===== src/rtl/alu_pkg.sv =====
// Shared opcode constants and sequencer FSM state type for the ALU command path.
package alu_pkg;

  localparam logic [3:0] OP_ADD   = 4'd0;
  localparam logic [3:0] OP_SUB   = 4'd1;
  localparam logic [3:0] OP_INC   = 4'd2;
  localparam logic [3:0] OP_DEC   = 4'd3;
  localparam logic [3:0] OP_AND   = 4'd4;
  localparam logic [3:0] OP_OR    = 4'd5;
  localparam logic [3:0] OP_XOR   = 4'd6;
  localparam logic [3:0] OP_NOT   = 4'd7;
  localparam logic [3:0] OP_SHL   = 4'd8;
  localparam logic [3:0] OP_SHR   = 4'd9;
  localparam logic [3:0] OP_NAND  = 4'd10;
  localparam logic [3:0] OP_NOR   = 4'd11;
  localparam logic [3:0] OP_PASSA = 4'd12;
  localparam logic [3:0] OP_PASSB = 4'd13;
  localparam logic [3:0] OP_LAST  = 4'd13;

  typedef enum logic [1:0] {
    ST_IDLE,
    ST_ISSUE,
    ST_CAPTURE,
    ST_HOLD
  } state_t;

  function automatic logic op_legal(input logic [3:0] op);
    return op <= OP_LAST;
  endfunction

endpackage


===== src/rtl/alu_cmd_fifo.sv =====
// Synchronous FIFO for queued ALU commands; push is refused while full.
module alu_cmd_fifo #(
  parameter int WIDTH = 12,
  parameter int DEPTH = 4
) (
  input  logic             clk,
  input  logic             reset_n,
  input  logic             push,
  input  logic [WIDTH-1:0] push_data,
  input  logic             pop,
  output logic [WIDTH-1:0] pop_data,
  output logic             full,
  output logic             empty
);

  localparam int AW = $clog2(DEPTH);

  logic [WIDTH-1:0] r_mem [DEPTH];
  logic [AW-1:0]    r_wr_ptr;
  logic [AW-1:0]    r_rd_ptr;
  logic [AW:0]      r_count;
  logic             w_do_push;
  logic             w_do_pop;

  // DEPTH is a power of two, so the count MSB alone marks the full condition
  assign full      = r_count[AW];
  assign empty     = (r_count == '0);
  assign w_do_push = push && !full;
  assign w_do_pop  = pop && !empty;
  assign pop_data  = r_mem[r_rd_ptr];

  always_ff @(posedge clk) begin
    if (w_do_push) begin
      r_mem[r_wr_ptr] <= push_data;
    end
  end

  always_ff @(posedge clk) begin
    if (!reset_n) begin
      r_wr_ptr <= '0;
      r_rd_ptr <= '0;
      r_count  <= '0;
    end else begin
      if (w_do_push) begin
        r_wr_ptr <= r_wr_ptr + AW'(1);
      end
      if (w_do_pop) begin
        r_rd_ptr <= r_rd_ptr + AW'(1);
      end
      case ({w_do_push, w_do_pop})
        2'b10:   r_count <= r_count + (AW+1)'(1);
        2'b01:   r_count <= r_count - (AW+1)'(1);
        default: r_count <= r_count;
      endcase
    end
  end

endmodule


===== src/rtl/alu_cmd_sequencer.sv =====
// Queues ALU commands, issues them one at a time to an external registered ALU,
// and holds each result (or an illegal-opcode error) until the consumer takes it.
module alu_cmd_sequencer
  import alu_pkg::*;
#(
  parameter int WIDTH = 4,
  parameter int DEPTH = 4
) (
  input  logic             clk,
  input  logic             reset_n,
  input  logic             cmd_valid,
  output logic             cmd_ready,
  input  logic [3:0]       cmd_opcode,
  input  logic [WIDTH-1:0] cmd_a,
  input  logic [WIDTH-1:0] cmd_b,
  output logic [3:0]       alu_opcode,
  output logic [WIDTH-1:0] alu_a,
  output logic [WIDTH-1:0] alu_b,
  output logic             alu_set,
  output logic             alu_reset,
  input  logic [WIDTH-1:0] alu_out,
  input  logic             alu_overflow,
  input  logic             alu_underflow,
  output logic             res_valid,
  input  logic             res_ready,
  output logic [WIDTH-1:0] res_data,
  output logic             res_overflow,
  output logic             res_underflow,
  output logic             res_error,
  output logic [3:0]       res_opcode,
  output logic             busy
);

  localparam int CW = 4 + 2 * WIDTH;

  state_t           r_state;
  state_t           w_next;
  logic             w_pop;
  logic             w_push;
  logic             w_full;
  logic             w_empty;
  logic [CW-1:0]    w_head;
  logic [3:0]       w_head_op;
  logic [WIDTH-1:0] w_head_a;
  logic [WIDTH-1:0] w_head_b;
  logic             w_head_legal;

  logic [3:0]       r_alu_opcode;
  logic [WIDTH-1:0] r_alu_a;
  logic [WIDTH-1:0] r_alu_b;
  logic             r_res_valid;
  logic [WIDTH-1:0] r_res_data;
  logic             r_res_overflow;
  logic             r_res_underflow;
  logic             r_res_error;
  logic [3:0]       r_res_opcode;

  assign cmd_ready = reset_n && !w_full;
  assign w_push    = cmd_valid && cmd_ready;

  alu_cmd_fifo #(
    .WIDTH (CW),
    .DEPTH (DEPTH)
  ) u_fifo (
    .clk       (clk),
    .reset_n   (reset_n),
    .push      (w_push),
    .push_data ({cmd_opcode, cmd_a, cmd_b}),
    .pop       (w_pop),
    .pop_data  (w_head),
    .full      (w_full),
    .empty     (w_empty)
  );

  assign {w_head_op, w_head_a, w_head_b} = w_head;
  assign w_head_legal = op_legal(w_head_op);

  always_ff @(posedge clk) begin
    if (!reset_n) begin
      r_state <= ST_IDLE;
    end else begin
      r_state <= w_next;
    end
  end

  always_comb begin
    w_next = r_state;
    w_pop  = 1'b0;
    case (r_state)
      ST_IDLE: begin
        if (!w_empty) begin
          w_pop  = 1'b1;
          w_next = w_head_legal ? ST_ISSUE : ST_HOLD;
        end
      end
      ST_ISSUE:   w_next = ST_CAPTURE;
      ST_CAPTURE: w_next = ST_HOLD;
      ST_HOLD: begin
        if (res_ready) begin
          if (!w_empty) begin
            w_pop  = 1'b1;
            w_next = w_head_legal ? ST_ISSUE : ST_HOLD;
          end else begin
            w_next = ST_IDLE;
          end
        end
      end
      default: w_next = ST_IDLE;
    endcase
  end

  // An illegal head popped straight out of HOLD replaces the consumed result
  // in the same edge, so the error load must win over the valid clear.
  always_ff @(posedge clk) begin
    if (!reset_n) begin
      r_alu_opcode    <= '0;
      r_alu_a         <= '0;
      r_alu_b         <= '0;
      r_res_valid     <= 1'b0;
      r_res_data      <= '0;
      r_res_overflow  <= 1'b0;
      r_res_underflow <= 1'b0;
      r_res_error     <= 1'b0;
      r_res_opcode    <= '0;
    end else begin
      if (r_state == ST_HOLD && res_ready) begin
        r_res_valid <= 1'b0;
      end
      if (w_pop && w_head_legal) begin
        r_alu_opcode <= w_head_op;
        r_alu_a      <= w_head_a;
        r_alu_b      <= w_head_b;
      end
      if (w_pop && !w_head_legal) begin
        r_res_valid     <= 1'b1;
        r_res_data      <= '0;
        r_res_overflow  <= 1'b0;
        r_res_underflow <= 1'b0;
        r_res_error     <= 1'b1;
        r_res_opcode    <= w_head_op;
      end
      if (r_state == ST_CAPTURE) begin
        r_res_valid     <= 1'b1;
        r_res_data      <= alu_out;
        r_res_overflow  <= alu_overflow;
        r_res_underflow <= alu_underflow;
        r_res_error     <= 1'b0;
        r_res_opcode    <= r_alu_opcode;
      end
    end
  end

  assign alu_set       = (r_state == ST_ISSUE);
  assign alu_reset     = !reset_n;
  assign alu_opcode    = r_alu_opcode;
  assign alu_a         = r_alu_a;
  assign alu_b         = r_alu_b;
  assign res_valid     = r_res_valid;
  assign res_data      = r_res_data;
  assign res_overflow  = r_res_overflow;
  assign res_underflow = r_res_underflow;
  assign res_error     = r_res_error;
  assign res_opcode    = r_res_opcode;
  assign busy          = (r_state != ST_IDLE) || !w_empty;

endmodule


===== config.mk =====
export PLATFORM = sky130hd
export DESIGN_NAME = alu_cmd_sequencer
export DESIGN_NICKNAME = d
export VERILOG_FILES = /design/src/rtl/alu_pkg.sv /design/src/rtl/alu_cmd_fifo.sv /design/src/rtl/alu_cmd_sequencer.sv
export SDC_FILE = /design/constraint.sdc
export NUM_CORES = 1
export LEC_CHECK = 0
export BUFFER_PORTS_ARGS = -buffer_cell sky130_fd_sc_hd__buf_4
export CORE_ASPECT_RATIO = 1.25
export CORE_MARGIN = 5
export CORE_UTILIZATION = 50
export CTS_CLUSTER_DIAMETER = 100
export CTS_CLUSTER_SIZE = 10
export DETAILED_ROUTE_END_ITERATION = 10
export HOLD_SLACK_MARGIN = 0.08
export PLACE_DENSITY_LB_ADDON = 0.08
export SLEW_MARGIN = 10
export SYNTH_ARGS = -nofsm -noshare
export SYNTH_HDL_FRONTEND = slang
export SYNTH_HIERARCHICAL = 1
export SYNTH_SLANG_ARGS = --single-unit

===== constraint.sdc =====
create_clock -name clk -period 2.6 [get_ports clk]
set_input_delay 0 -clock clk [delete_from_list [all_inputs] [get_ports clk]]
set_output_delay 0 -clock clk [all_outputs]
set_load 0.02 [all_outputs]

* After elaboration in Yosys (flattened, before gate mapping)
Memory sizes are Yosys's and may differ from the RTL's. A register that Yosys moved wholly into a read port is not among the register bits. Index checks and enable logic that the tools add are counted.
Cells by class: bitwise operators 1, $lt $le $gt $ge 1, reductions and logical operators 20, $add $sub $neg 4, multiplexer cells 23, equal/unequal tests 7
Operators by type and width (count):
- $mux W4 | 4
- $mux W2 | 6
- $mux W1 | 10
- $pmux W2 S4 | 1
- $logic_and A1 B1 Y1 | 7
- $eq A2 B2 Y1 const B | 3
- $pmux W3 S2 | 1
- $reduce_bool A2 Y1 | 3
- $add A2 B1 Y2 const B | 2
- $eq A2 B1 Y1 const B | 2
- $le A4 B4 Y1 const B | 1
- $logic_not A1 Y1 | 4
- $ne A2 B2 Y1 const B | 2
- $add A3 B1 Y3 const B | 1
- $logic_not A3 Y1 | 1
- $reduce_bool A3 Y1 | 1
- $sub A3 B1 Y3 const B | 1
- $logic_not A2 Y1 | 1
- $pmux W1 S2 | 1
- $reduce_and A2 Y1 | 1
- $reduce_or A2 Y1 | 1
- $logic_or A1 B1 Y1 | 1
- $not A1 Y1 | 1
Word-level totals: memory bits (writable) 48, register bits after elaboration 33, logic and storage cells 70, memories 1, input port bits 22, output and inout port bits 28
Memories:
- u_fifo.r_mem | depth 4, width 12, rd ports 1, clocked after memory_dff 1, wr ports 1, RTL line alu_cmd_fifo.sv:18 | logic [WIDTH-1:0] r_mem [DEPTH];

* Longest topological paths before layout
depth after elaboration 7, mapped depth 12, mapped depth without buffers 12

* Hierarchy
Netlist, hierarchy kept.
By module, submodules not included:
- alu_cmd_fifo | instances 1, cells an instance 112, sequential area each 1621.6 um2, area each 2209.6 um2
- alu_cmd_sequencer | instances 1, cells an instance 127, sequential area each 520.5 um2, area each 1172.4 um2

* Worst setup path before layout
No wires, ideal clock.
path kind reg2reg, start point reg r_state[0], end point reg u_fifo.r_count[2], library setup time 70 ps, path slack -130 ps, path buffers 0, data required time 2530 ps, arrival time 2660 ps, clock period less this slack 2730 ps, stages on the path, launching flop included 12, path through dfxtp_1 -> inv_1 -> ha_1 -> or3_1 -> inv_1 -> nor2b_1 -> ha_1 -> inv_1 -> fa_1 -> xor2_1 -> or3_1 -> a21boi_1
Between the ends: word-level cells in the longest chain between the ends 5, elaborated cells between the ends (all ways) 8, those cells by class eq/ne: 3; mux: 2; reduce/logical: 3
RTL lines:
- start, declared | RTL line alu_cmd_sequencer.sv:36 | state_t r_state;
- start signal, assigned | RTL line alu_cmd_sequencer.sv:82 | r_state <= w_next;
- $eq A2 B2 Y1 or $logic_not A2 Y1 (tied branches) | RTL line alu_cmd_sequencer.sv:89 | case (r_state)
- $pmux W1 S2 (*) | RTL line alu_cmd_sequencer.sv:89
- named net w_pop | RTL line alu_cmd_sequencer.sv:38 | logic w_pop;
- $logic_and A1 B1 Y1 (*) | RTL line alu_cmd_fifo.sv:29 | assign w_do_pop = pop && !empty;
- named net u_fifo.w_do_pop | RTL line alu_cmd_fifo.sv:23 | logic w_do_pop;
- $eq A2 B1 Y1 or $eq A2 B2 Y1 (tied branches) | RTL line alu_cmd_fifo.sv:50 | case ({w_do_push, w_do_pop})
- $pmux W3 S2 or $reduce_bool A2 Y1 (tied branches)
- end signal, assigned | RTL line alu_cmd_fifo.sv:51 | 2'b10: r_count <= r_count + (AW+1)'(1);
- end signal, assigned | RTL line alu_cmd_fifo.sv:52 | 2'b01: r_count <= r_count - (AW+1)'(1);
- end signal, assigned | RTL line alu_cmd_fifo.sv:53 | default: r_count <= r_count;
- end, declared | RTL line alu_cmd_fifo.sv:21 | logic [AW:0] r_count;
The timed path passes the listed nets; every way through them passes the cells marked *. A chain may end at the register's enable or synchronous reset.

* Final worst setup path
Ends and elaborated chain as after synthesis.

==> impl_metrics.yaml <==
hold_path:
  holdPathEnd: "u_fifo/r_mem[1][6]$_DFFE_PP_"
  hold_path_depth: 2
  worstHoldPathType: "in2reg"
  hp-start: "cmd_a[2]"
cts:
  root_buffer: "clkbuf_8"
  clk_pin_slew_worst_paths_ns: 0.09
  cts_num_sinks: 83
  clock_path_buffers: 2
  cts_htree_levels: 3
  cts_tree: "built"
  insertion_delay_ns: 0.34
  numCtsBuffers: 9
timing:
  hold_viol: 0
  relSlewSlack_pct: 56.3
  fin_skew_ns: 0.0115
  post-route-period-util_pct: 96.8
  slew_violations: 0
  worstMarginPinSlew_ns: 0.656
  whs_ns: 0.400
  fmax_mhz: 397
  post-route-min-period_ns: 2.52
  setup_viol: 0
pwr:
  vdd_drop_max_v: 0.000474
  report.power.total_w: 0.00335
  power_density_nw_per_um2: 775
  p_leak_nw: 1.61
worst_setup_path:
  cp_cell_sequence: "inv_2 > ha_4 > or3_4 > inv_2 > nor2b_4 > ha_2 > inv_1 > fa_1 > xor2_1 > or3_1 > a21boi_1"
  crit_top_cell: "inv_2"
  reg2reg_to: "u_fifo/r_count[2]$_SDFFE_PN0P_"
  path_class: "reg2reg"
  worstSetupStartpointType: "flip-flop"
  reg2reg_from: "r_state[0]$_SDFFE_PN0P_"
  crit_path_end_kind: "flip-flop"
  arrival_ns: 2.79
  critPathSlowestCell: "or3_4"
  critPathRequiredTime_ns: 2.88
  cp_max_fo: 3
  rrSetupSlack_ns: 0.08
  max_stage_delay_ns: 0.37
  r2r_cells: 11
cells_and_area:
  area.growth.synth_to_final_pct: 27.9
  final_cell_mix: "buf_4 (63), edfxtp_1 (48), dfxtp_1 (33)"
  n_antenna_cell: 0
  fillers: 480
  drive_above_1_share_pct: 33.1
  nets: 357
  final_common_cell: "buf_4"
floorplanning:
  rows: 33
  die_area_sq_um: 8520
  core-area_sq_um: 6570
  io_pins: 50
  die_x_um: 83.6
  die_h_um: 102
  start_util_pct: 51.5
routing:
  drc: 0
  avgRoutedWirePerCell_um: 14.9
  drtAntennaViolNets: 0
  vias: 2111
  first_iter_violations: 119
  wirelength_um: 6210
  dr.pass1.iters: 4
  routed_via_density: 5.07
synthesis:
  avgSynthCellArea_sq_um: 14.2
  netlist_instances: 239
  synth_top_family_by_area: "multiplexers"
  synthAdderAreaFrac_pct: 4.29
  syn_area_sq_um: 3380
  synth_compound_area_share_pct: 6.92
  synthDistinctLibCells: 43
  synth-seq-cells: 83
  ys_seq_area_share_pct: 63.3
  synth_mux_area_share_pct: 11.5
  synth_xor_area_share_pct: 0.777
  syn-num-nets: 272
  ys_warn_count: 6
  synthSimpleGateAreaFrac_pct: 10.4
global_route:
  met3_usage_pct: 4.27
  grtUsageTotal_pct: 15.4
  globalRouteMet2Util_pct: 25.8
  first_global_vias: 2091
  busiest_layer: "met2"
  grt_max_degree: 47
  antenna_found_initial: 0
  overflow: 0
  grt_pass1_wl_um: 10200
  grtUsageMet1_pct: 19.2
placed_design:
  port_buffers: 49
  dp_hpwl_um: 4200
  place.gp.congestion: 0.716
outcome:
  outcome: "complete, no violations"
job:
  max_cap_violations: 0
## worst max-delay path by stage
stage                            startpoint                        endpoint  depth (start not counted)
detailed placement  r_state[1]$_SDFFE_PN0P_  u_fifo/r_count[2]$_SDFFE_PN0P_                         11
finish              r_state[0]$_SDFFE_PN0P_  u_fifo/r_count[2]$_SDFFE_PN0P_                         11
global placement    r_state[0]$_SDFFE_PN0P_  u_fifo/r_count[2]$_SDFFE_PN0P_                         11
CTS                 r_state[0]$_SDFFE_PN0P_  u_fifo/r_count[2]$_SDFFE_PN0P_                         11
floorplan           r_state[0]$_SDFFE_PN0P_  u_fifo/r_count[2]$_SDFFE_PN0P_                         11
global route        r_state[0]$_SDFFE_PN0P_  u_fifo/r_count[2]$_SDFFE_PN0P_                         11
## metal layers
| layer | part of all wire (%) | vias up |
|---|---|---|
| li1 | - | 1061 |
| met1 | 44 | 1005 |
| met2 | 51 | 41 |
| met3 | 4.3 | 4 |
| met4 | 0.85 | 0 |
| met5 | 0 | - |
## synthesized netlist by cell type (all sizes together)
cell type,number,area [sq um]
edfxtp,48,1440
dfxtp,35,701
nand2,21,78.8
o21ai,14,70.1
nand3,13,65.1
mux4,12,278
inv,11,41.3
mux2i,11,110
ha,10,125
and2,9,58.8
nor2,6,22.5
buf,5,33.8
nor2b,5,31.3
a21oi,4,23.8
clkbuf,4,15.0
a21boi,3,22.5
o221a,3,33.8
or3,3,18.8
nor4,2,25.0
o21a,2,15.0
o41ai,2,17.5
or4,2,18.8
xnor2,2,17.5
a221oi,1,15.0
a311oi,1,8.76
and3,1,6.26
clkinv,1,3.75
fa,1,20.0
nand2b,1,6.26
nand4bb,1,11.3
nor3,1,10.0
o211a,1,10.0
o21bai,1,7.51
o311a,1,10.0
xor2,1,8.76
## power breakdown
group          switching, W  leakage, nW  internal, W
clock network      0.000461       0.0861     0.000352
logic              0.000488        0.801     0.000456
registers         0.0000765        0.721      0.00152
## worst max-delay path, delay by kind of cell, from the launching register on
family | cells | cell delay (ns)
AND/OR/NAND/NOR | 3 | 0.83
adder cells (fa/ha/maj) | 3 | 0.78
flip-flops | 1 | 0.36
buffers and inverters | 3 | 0.18
XOR/XNOR | 1 | 0.16
AO/OA/AOI/OAI | 1 | 0.14
## timing repair
item	CTS	global route
hold buffers	20	0
cloned	0	0
hold endpoints to repair	58	0
resized for setup	3	5
buffers inserted	0	0
endpoints found under the setup margin	1	1
## cells by family after synthesis
kind of cell | count (synthesis)
compound gates | 33
fa+ha+maj | 11
xor+xnor | 3
mux | 23
simple gates | 65
buf+inv | 21
flops | 83
## flip-flops by register name, indices dropped and copies added, names as in the netlist, named ones only
| signal | count |
|---|---|
| u_fifo/r_count | 3 |
| r_state | 2 |
| res_valid | 1 |
| u_fifo/r_rd_ptr | 2 |
| u_fifo/r_wr_ptr | 2 |
| u_fifo/r_mem | 48 |
| res_opcode | 4 |
| alu_a | 4 |
| alu_opcode | 4 |
| res_underflow | 1 |
| alu_b | 4 |
| res_overflow | 1 |
| res_data | 4 |
| res_error | 1 |
## area by class of cell
type                       instances  area, sq um  area share (%)
tap                               87          109            2.52
inverter                          12         45.0            1.04
timing repair buffer              83          673            15.6
sequential                        83         2140            49.6
clock inverter                     7         52.6            1.22
clock buffer                       9          124            2.86
multi-input combinational        135         1180            27.2
## per-stage QoR
step	cell area [sq um]	cells	setup WS [ns]	setup TNS, ns	util (%)
after detailed placement	3930	380	-0.00669	-0.00669	59.9
final	4320	416	0.0826	0	65.9
after global placement	3930	380	0.0560	0	59.9
after global routing	4320	416	-0.00902	-0.00902	65.9
after floorplan	3400	239	0.0240	0	-
after CTS	4320	416	0.0174	0	65.7
Power figures use the tool's default switching activity.
